## src/rtl/gen3_scrambler_lane_pkg.sv

```systemverilog
// Shared PHY definitions for the Gen3 (128b/130b) lane data path:
// sync header codes, ordered-set identifier symbols, block types and
// the block-start word classifier.
package gen3_scrambler_lane_pkg;

  localparam logic [1:0] SYNC_DATA = 2'b10;
  localparam logic [1:0] SYNC_OS   = 2'b01;

  localparam logic [7:0] SKP_SYM0   = 8'hAA;
  localparam logic [7:0] EIEOS_SYM0 = 8'h00;

  // Raw encodings kept as plain constants so older blocks that compare
  // against bit patterns keep working alongside the enum.
  localparam logic [2:0] BT_IDLE  = 3'd0;
  localparam logic [2:0] BT_DATA  = 3'd1;
  localparam logic [2:0] BT_OS    = 3'd2;
  localparam logic [2:0] BT_SKP   = 3'd3;
  localparam logic [2:0] BT_EIEOS = 3'd4;

  typedef enum logic [2:0] {
    BLK_IDLE  = BT_IDLE,
    BLK_DATA  = BT_DATA,
    BLK_OS    = BT_OS,
    BLK_SKP   = BT_SKP,
    BLK_EIEOS = BT_EIEOS
  } block_type_e;

  // Classifies a block from its sync header and first symbol. A sync
  // header that is neither data nor ordered set is treated as a plain
  // ordered set; the caller flags it as a framing error.
  function automatic block_type_e classify_block(
    input logic [1:0] sync_header,
    input logic [7:0] sym0,
    input logic [7:0] skp_sym,
    input logic [7:0] eieos_sym
  );
    block_type_e bt;
    if (sync_header == SYNC_DATA) begin
      bt = BLK_DATA;
    end else if (sync_header == SYNC_OS) begin
      if (sym0 == skp_sym) begin
        bt = BLK_SKP;
      end else if (sym0 == eieos_sym) begin
        bt = BLK_EIEOS;
      end else begin
        bt = BLK_OS;
      end
    end else begin
      bt = BLK_OS;
    end
    return bt;
  endfunction

endpackage

```

## src/rtl/gen3_scrambler_lane.sv

```systemverilog
// Per-lane 8GT/s scrambler data path. Data-block words are XORed with
// the key from the lane LFSR generator, ordered-set words pass through,
// and the generator's advance/reseed controls are derived here. Output
// is registered one cycle ahead of the 130b gearbox.
module gen3_scrambler_lane
  import gen3_scrambler_lane_pkg::*;
#(
  parameter int         BLOCK_WORDS = 4,
  parameter logic [7:0] EIEOS_SYM0  = gen3_scrambler_lane_pkg::EIEOS_SYM0,
  parameter logic [7:0] SKP_SYM0    = gen3_scrambler_lane_pkg::SKP_SYM0
) (
  input  logic        pclk,
  input  logic        reset_n,
  input  logic [31:0] tx_data,
  input  logic        tx_valid,
  input  logic        tx_start_block,
  input  logic [1:0]  tx_sync_header,
  input  logic [31:0] key_in,
  output logic        lfsr_advance,
  output logic        lfsr_reset,
  output logic [31:0] scr_data,
  output logic        scr_valid,
  output logic        scr_start_block,
  output logic [1:0]  scr_sync_header,
  output logic        block_err
);

  localparam logic [1:0] WCNT_LAST = 2'(BLOCK_WORDS - 1);

  block_type_e blk_state;
  block_type_e word_class;
  logic [1:0]  wcnt;
  logic        start_word;
  logic        cont_word;
  logic        stray_word;
  logic        last_word;
  logic        sync_bad;

  // Classify the word presented this cycle; BLK_IDLE means no word is
  // accepted (bubble, or a stray word outside any block).
  always_comb begin
    start_word = tx_valid && tx_start_block;
    cont_word  = tx_valid && !tx_start_block && (blk_state != BLK_IDLE);
    stray_word = tx_valid && !tx_start_block && (blk_state == BLK_IDLE);
    sync_bad   = (tx_sync_header != SYNC_DATA) && (tx_sync_header != SYNC_OS);
    last_word  = cont_word && (wcnt == WCNT_LAST);
    word_class = BLK_IDLE;
    if (start_word) begin
      word_class = classify_block(tx_sync_header, tx_data[7:0], SKP_SYM0, EIEOS_SYM0);
    end else if (cont_word) begin
      word_class = blk_state;
    end
  end

  // The key steps for every accepted word except those of a SKP block.
  assign lfsr_advance = (word_class != BLK_IDLE) && (word_class != BLK_SKP);

  // Block type and word position; a new start always wins, abandoning
  // any partial block.
  always_ff @(posedge pclk or negedge reset_n) begin
    if (!reset_n) begin
      blk_state <= BLK_IDLE;
      wcnt      <= 2'd0;
    end else if (start_word) begin
      blk_state <= word_class;
      wcnt      <= 2'd1;
    end else if (last_word) begin
      blk_state <= BLK_IDLE;
      wcnt      <= 2'd0;
    end else if (cont_word) begin
      wcnt      <= wcnt + 2'd1;
    end
  end

  // Registered output word, framing markers, reseed pulse and errors.
  always_ff @(posedge pclk or negedge reset_n) begin
    if (!reset_n) begin
      scr_data        <= 32'd0;
      scr_valid       <= 1'b0;
      scr_start_block <= 1'b0;
      scr_sync_header <= 2'b00;
      lfsr_reset      <= 1'b0;
      block_err       <= 1'b0;
    end else begin
      scr_valid       <= (word_class != BLK_IDLE);
      scr_start_block <= start_word;
      scr_sync_header <= start_word ? tx_sync_header : 2'b00;
      lfsr_reset      <= last_word && (blk_state == BLK_EIEOS);
      block_err       <= stray_word || (start_word && ((wcnt != 2'd0) || sync_bad));
      if (word_class == BLK_DATA) begin
        scr_data <= tx_data ^ key_in;
      end else if (word_class != BLK_IDLE) begin
        scr_data <= tx_data;
      end
    end
  end

endmodule

```

## config.mk

```make
export PLATFORM = sky130hd
export DESIGN_NAME = gen3_scrambler_lane
export DESIGN_NICKNAME = d
export VERILOG_FILES = /design/src/rtl/gen3_scrambler_lane_pkg.sv /design/src/rtl/gen3_scrambler_lane.sv
export SDC_FILE = /design/constraint.sdc
export NUM_CORES = 1
export LEC_CHECK = 0
export BUFFER_PORTS_ARGS = -buffer_cell sky130_fd_sc_hd__buf_2
export CELL_PAD_IN_SITES_DETAIL_PLACEMENT = 1
export CELL_PAD_IN_SITES_GLOBAL_PLACEMENT = 1
export CORE_ASPECT_RATIO = 1.75
export CORE_MARGIN = 2
export CORE_UTILIZATION = 38
export DETAILED_ROUTE_END_ITERATION = 6
export PLACE_DENSITY_LB_ADDON = 0.08
export SYNTH_ARGS = -nofsm -noshare
export SYNTH_HDL_FRONTEND = slang
export SYNTH_SLANG_ARGS = --single-unit
```

## constraint.sdc

```tcl
create_clock -name pclk -period 5.4 [get_ports pclk]
set_input_delay 1.08 -clock pclk [delete_from_list [all_inputs] [get_ports pclk]]
set_output_delay 1.08 -clock pclk [all_outputs]
set_load 0.01 [all_outputs]
```

==> qor.txt, run 1 <==
Status -> completed
Finish-stage setup viols -> 0
Initial DRC count -> 155
CTS H-tree lvls -> 2
Ranking of synthesized cells by area -> dfrtp_1 (39%), nand4_1 (22%), nand4b_1 (10%)
#FFs+latches synth -> 43
Crit path capture type -> output pin
Pre-antenna DRT Iters -> 4
Sw Ratio -> 0.3344
Post-CTS setup buffer count -> 0
Yosys top cell by area -> dfrtp_1
Minimum clock period -> 3.771 ns
Cells along the critical path -> buf_2 > inv_1 > ha_1 > or4b_4 > nor3_1 > o31ai_1 > mux2i_1 > buf_2
Peak VDD IR -> 0.1514 mV
Antenna diodes -> 0
Worst EP arrival -> 2.69 ns
Period Utilization, post-route -> 0.6983
Commonest non-fill, non-tap cell in the layout -> buf_2
Max cap viols -> 0
Initial cell density of the core -> 0.3894
Die Span Y -> 117.1 microns
Crit path launch type -> input pin
Detail-routed via count per cell -> 6.123
Num ports -> 109
Fin area -> 3475 sq um
Cell count after placement -> 488
First-pass GRT wire length -> 14,520 microns
Setup CP Type -> input pin to output pin
Slew HR -> 0.3142
Cts hold-fix bufs -> 0
Core ar. -> 7131 sq um
Slowest-stage cell, CP -> or4b_4
Final design utilization -> 0.4873
Final hold vios -> 0
Overall power -> 1.006 mW
Worst-margin pin slew -> 1.029 ns
Overflow after GRT -> 0
Die area -> 8033 sq um
Sequential fraction of the synthesis area -> 0.3876
Main flop type after synthesis -> dfrtp_1
FFs w/ async S/R, synth -> 1.000
Area of the multi-input gates -> 1560 sq um
Port Buffers -> 108
Die Span X -> 68.62 microns
Via count -> 3,037
Pint -> 669.6 uW
CTS sink cnt -> 43
Root Driver -> clkbuf_16
Number of CTS-inserted buffers -> 5
Share of the synthesized area in the top cell type -> 0.3876
Non-Filler Instances -> 496
FILL cells -> 910
Leak pwr -> 1.562 nW
Pwr/cell area -> 289.5 nW/um^2
# resized after CTS -> 0
Setup TNS -> 0 ns
Avg Inst Size Synth -> 8.596 sq um
Number of flops mapped to enable cells by yosys -> 0
Syn Nets -> 397
Worst hold path type -> register to register
Count of different cell masters after synthesis -> 29
Drt drc -> 0
Switch Pwr -> 336.4 uW
RSZ-0062 raised after global routing -> no
Share of cells above drive strength 1 -> 0.3024
Sequential power share -> 0.415
Routed wire per std cell -> 18.99 microns
Final #Nets -> 483
CP peak stage delay -> 0.50 ns
CTS tree -> done
Antenna Nets Post-Route -> 0
Largest net degree at the start of global routing -> 66
Clock transition at path regs -> 0.06 ns
Most used cell, CP -> buf_2
Placer Congestion -> 0.8398
Clk_lat worst skew -> 0.29 ns
CP Max Fanout -> 4
Layout area overhead -> 25.15%
Post-DP Area -> 3337 sq um
Cell Area, Synth -> 2776 sq um
Combinational power share -> 0.290
YS warnings -> 0
GRT Total Usage -> 0.2407
Post-Route WL -> 9417 microns
FF/Latch Area -> 1076 sq um
Vias in the first global route -> 3,038
Fmax -> 0.2652 GHz
Max clock buf depth -> 2
Clock Power Share -> 0.296
Slew Viols, Final -> 0
FP Rows -> 41
DP Wirelength -> 6398 microns
Required @ worst endpoint -> 4.32 ns
Initial antenna violation count -> 0
Leading cell types in the layout, fill and taps excluded -> buf_2 (108), nand4_1 (97), dfrtp_1 (43), nand2_1 (40), nor2b_1 (34)
Worst Skew -> 0.004448 ns
Post-Syn Instances -> 323
synth_stat cells, types with 2 or more instances:
master / n
buf_2: 6
clkbuf_1: 22
nor2b_1: 34
nor3_1: 4
nand4_1: 97
nor2_1: 4
inv_1: 6
nand3_1: 7
buf_6: 4
dfrtp_1: 43
nand4b_1: 32
o31ai_1: 4
o21ai_0: 2
ha_1: 4
nand2_1: 40
worst max-delay path, delay by kind of cell:
| family | cells | cell delay [ns] |
|---|---|---|
| buffers and inverters | 3 | 0.35 |
| multiplexers | 1 | 0.14 |
| AO/OA/AOI/OAI | 1 | 0.11 |
| adder cells (fa/ha/maj) | 1 | 0.13 |
| AND/OR/NAND/NOR | 2 | 0.89 |
through the flow:
| step | setup WS (ns) | hold WS [ns] |
|---|---|---|
| after CTS | 1.630 | 0.5433 |
| after global placement | 1.709 | 0.5193 |
| after detailed placement | 1.632 | 0.5277 |
| after floorplan | 1.795 | 0.4605 |
| after global routing | 1.489 | 0.5671 |
| final | 1.629 | 0.5398 |
cell type report:
| cell class | count | area share |
|---|---|---|
| Clock buffer | 7 | 0.03817 |
| Timing Repair Buffer | 112 | 0.1642 |
| Sequential cell | 43 | 0.3097 |
| Clock inverter | 1 | 0.001440 |
| Multi-Input combinational cell | 241 | 0.4490 |
| Tap cell | 86 | 0.03097 |
| Inverter | 6 | 0.006482 |
kinds of logic after synthesis:
group           Yosys count  share of synthesized area
mux                       1                   0.003605
flops                    43                     0.3876
compound gates           12                    0.03020
simple gates            224                     0.4944
fa+ha+maj                 4                    0.01803
buf+inv                  39                    0.06624
power by group through the flow:
stage,combinational [mW],sequential (mW),clock [mW]
floorplan,0.134,0.441,0
global placement,0.289,0.421,0
finish,0.291,0.417,0.297
detailed placement,0.296,0.424,0
global route,0.326,0.424,0.315
CTS,0.296,0.418,0.306
flip-flops by register name, summed over array words and instances (netlist names):
name             flops
wcnt                 2
block_err            1
scr_sync_header      2
scr_valid            1
blk_state            3
scr_data            32
scr_start_block      1
lfsr_reset           1
layer usage:
layer	part of all wire	GRT usage	vias to the layer above
met5	0	0	-
met2	0.55	0.4417	80
met3	0.040	0.03537	18
li1	-	-	1416
met4	0.022	0.08933	0
met1	0.39	0.2709	1523
final timing paths:
check | slack (ns) | depth (start not counted) | start | to
worst min register to register | 0.54 | 2 | wcnt[1]$_DFFE_PN0P_ | wcnt[1]$_DFFE_PN0P_
min in group asynchronous | 0.97 | 1 | reset_n | scr_data[21]$_DFFE_PN0P_
worst max-delay path | 1.63 | 8 | tx_sync_header[1] | lfsr_advance
max in group asynchronous | 3.78 | 1 | reset_n | scr_data[3]$_DFFE_PN0P_
worst max register to register | 3.64 | 4 | blk_state[2]$_DFFE_PN0P_ | scr_data[14]$_DFFE_PN0P_
worst min-delay path | 0.54 | 2 | wcnt[1]$_DFFE_PN0P_ | wcnt[1]$_DFFE_PN0P_
(Power assumes the default switching activity.)
==> run 2: changes to the inputs <==
--- a/config.mk
+++ b/config.mk
@@ -5,12 +5,13 @@
 export SDC_FILE = /design/constraint.sdc
 export NUM_CORES = 1
 export LEC_CHECK = 0
+export ABC_AREA = 1
 export BUFFER_PORTS_ARGS = -buffer_cell sky130_fd_sc_hd__buf_2
 export CELL_PAD_IN_SITES_DETAIL_PLACEMENT = 1
 export CELL_PAD_IN_SITES_GLOBAL_PLACEMENT = 1
 export CORE_ASPECT_RATIO = 1.75
 export CORE_MARGIN = 2
-export CORE_UTILIZATION = 38
+export CORE_UTILIZATION = 30
 export DETAILED_ROUTE_END_ITERATION = 6
 export PLACE_DENSITY_LB_ADDON = 0.08
 export SYNTH_ARGS = -nofsm -noshare
==> constraint.sdc (replaced) <==
create_clock -name pclk -period 3.03 [get_ports pclk]
set_input_delay 0.606 -clock pclk [delete_from_list [all_inputs] [get_ports pclk]]
set_output_delay 0.606 -clock pclk [all_outputs]
set_load 0.01 [all_outputs]
==> qor.txt, run 2 <==
Detail-routed via count per cell -> 4.589 (-25%)
Yosys top cell by area -> dfrtp_1
Routed wire per std cell -> 13.31 microns (-30%)
Slew HR -> 0.5775 (+0.2633)
Syn Nets -> 440 (+11%)
Worst hold path type -> input pin to async pin
Combinational power share -> 0.274 (-0.016)
Share of the synthesized area in the top cell type -> 0.4093 (+0.02177)
Post-CTS setup buffer count -> 0 (unchanged)
Via count -> 2,726 (-10%)
Period Utilization, post-route -> 0.7856
Final design utilization -> 0.4003 (-0.08699)
Count of different cell masters after synthesis -> 25 (-14%)
Crit path capture type -> output pin
RSZ-0062 raised after global routing -> no
CTS tree -> done
Sequential fraction of the synthesis area -> 0.4093 (+0.02177)
Ranking of synthesized cells by area -> dfrtp_1 (41%), nand2_1 (15%), nand3_1 (13%)
First-pass GRT wire length -> 12,860 microns (-11%)
Final hold vios -> 0 (unchanged)
CTS sink cnt -> 43 (unchanged)
Largest net degree at the start of global routing -> 47 (-29%)
DP Wirelength -> 6080 microns (-5.0%)
Setup WS post-layout -> 0.6497 ns (-0.9796 ns)
Post-Syn Instances -> 366 (+13%)
Overflow after GRT -> 0 (unchanged)
Top-count cell post-synth -> nand2_1
Commonest non-fill, non-tap cell in the layout -> buf_2
Vias in the first global route -> 2,729 (-10%)
Worst Hold Slack -> 0.2029 ns (-0.3369 ns)
Pwr/cell area -> 519.1 nW/um^2 (+79%)
Post-Route WL -> 7906 microns (-16%)
Antenna Nets Post-Route -> 0 (unchanged)
Fmax -> 0.4201 GHz
Max FFs per register -> 32 (unchanged)
Pint -> 1.220 mW (+82%)
Overall power -> 1.790 mW (+78%)
Minimum clock period -> 2.380 ns
Synth cell count leaders -> nand2_1 (103), nand3_1 (70), inv_1 (52)
Clock Power Share -> 0.322 (+0.026)
Setup TNS -> 0 ns (unchanged)
# resized after CTS -> 0 (unchanged)
Antenna diodes -> 0 (unchanged)
Required @ worst endpoint -> 2.42 ns (-1.90 ns)
Status -> completed
Worst R2R Path Depth -> 9 (+5)
GRT Total Usage -> 0.1763 (-0.06444)
Cell Area, Synth -> 2629 sq um (-5.3%)
Num ports -> 109 (unchanged)
Pre-antenna DRT Iters -> 4 (unchanged)
Drt drc -> 0 (unchanged)
Leading cell types in the layout, fill and taps excluded -> buf_2 (108), nand2_1 (103), nand3_1 (70), inv_1 (52), dfrtp_1 (43)
Cts hold-fix bufs -> 0 (unchanged)
Worst EP arrival -> 1.77 ns (-0.92 ns)
Worst-margin pin slew -> 0.6337 ns (-0.3950 ns)
Dpl ws -> 0.6305 ns (-1.001 ns)
FFs w/ async S/R, synth -> 1.000 (unchanged)
Clk_lat worst skew -> 0.29 ns (about the same)
Peak VDD IR -> 0.2535 mV (+67%)
Max cap viols -> 0 (unchanged)
FILL cells -> 1,130 (+24%)
#FFs+latches synth -> 43 (unchanged)
Die area -> 9557 sq um (+19%)
Share of cells above drive strength 1 -> 0.3124 (+0.009930)
Initial DRC count -> 50 (-68%)
CP Max Fanout -> 3 (-1)
Die Span Y -> 127.8 microns (+9.2%)
Top Registers -> scr_data: 32 flops, blk_state: 3 flops
Root Driver -> clkbuf_16
Slew Viols, Final -> 0 (unchanged)
Core ar. -> 8615 sq um (+21%)
Avg Inst Size Synth -> 7.182 sq um (-16%)
Finish-stage setup viols -> 0 (unchanged)
Port Buffers -> 108 (unchanged)
Switch Pwr -> 569.5 uW (+69%)
Layout area overhead -> 31.18%
Initial antenna violation count -> 0 (unchanged)
Register with the most flip-flops -> scr_data
FP Rows -> 45 (+9.8%)
Sequential power share -> 0.404 (-0.011)
Final #Nets -> 550 (+14%)
Clock transition at path regs -> 0.06 ns (about the same)
Initial cell density of the core -> 0.3052 (-0.08421)
Max clock buf depth -> 2 (unchanged)
Sw Ratio -> 0.3182 (-0.01625)
Number of flops mapped to enable cells by yosys -> 0 (unchanged)
Setup CP Type -> input pin to output pin
YS warnings -> 0 (unchanged)
Number of CTS-inserted buffers -> 5 (unchanged)
Leak pwr -> 1.998 nW (+28%)
Die Span X -> 74.76 microns (+9.0%)
Main flop type after synthesis -> dfrtp_1
Placer Congestion -> 0.7537 (-10%)
CTS H-tree lvls -> 2 (unchanged)
Crit path launch type -> input pin
Worst Skew -> 0.003874 ns (-0.0005738 ns)
==> run 2: layout make-up <==
class | instances | area [sq um] | area share
multi-input combinational | 257 | 1261 | 0.3657
inverter | 54 | 202.7 | 0.05878
clock buffer | 8 | 156.4 | 0.04536
tap | 117 | 146.4 | 0.04245
sequential | 43 | 1076 | 0.3120
timing repair buffer | 115 | 605.6 | 0.1756
==> run 2: metal layers <==
layer	share of wire	routed length, microns	GRT usage
met1	0.38	3032	0.1885
met2	0.56	4453	0.3321
met3	0.038	303	0.03459
met4	0.015	117	0.05672
met5	0	0	0
==> run 2: final timing paths <==
path | slack [ns] | start | endpoint
setup reg to reg | 1.13 | blk_state[1]$_DFFE_PN0P_ | scr_data[13]$_DFFE_PN0P_
min in group pclk | 0.48 | scr_data[7]$_DFFE_PN0P_ | scr_data[7]$_DFFE_PN0P_
hold reg to reg | 0.48 | scr_data[7]$_DFFE_PN0P_ | scr_data[7]$_DFFE_PN0P_
max in group asynchronous | 2.10 | reset_n | scr_valid$_DFF_PN0_
setup / recovery | 0.65 | tx_sync_header[0] | lfsr_advance
hold / removal | 0.20 | reset_n | scr_data[1]$_DFFE_PN0P_
==> run 2: critical path, cell delays in order <==
cell and delay, ns:
buf_2 0.10, inv_1 0.05, ha_1 0.23, nor2_4 0.17, nand3_1 0.13, nand2_2 0.15, inv_2 0.05, a21oi_1 0.12
buf_2 0.16
==> run 2: per-stage QoR <==
stage | cells | area [sq um]
6_report | 594 | 3448
5_1_grt | 594 | 3448
4_1_cts | 594 | 3448
3_5_place_dp | 586 | 3292
3_3_place_gp | 586 | 3292
2_1_floorplan | 366 | 2629
==> run 2: cell families (layout without fill, tap and decap cells) <==
family	Yosys count	after routing	synth area share
adders and majority gates	4	4	0.01904
and+or+nand+nor	228	228	0.4008
DFF	43	43	0.4093
buffers and inverters	66	177	0.1109
AOI/OAI and AO/OA	25	25	0.05997
==> run 2: power groups by stage <==
| stage | logic, mW | registers (mW) | clock network (mW) |
|---|---|---|---|
| after floorplan | 0.238 | 0.771 | 0 |
| after global placement | 0.494 | 0.732 | 0 |
| after detailed placement | 0.503 | 0.735 | 0 |
| after CTS | 0.505 | 0.726 | 0.602 |
| after global routing | 0.565 | 0.736 | 0.614 |
| final | 0.490 | 0.724 | 0.576 |
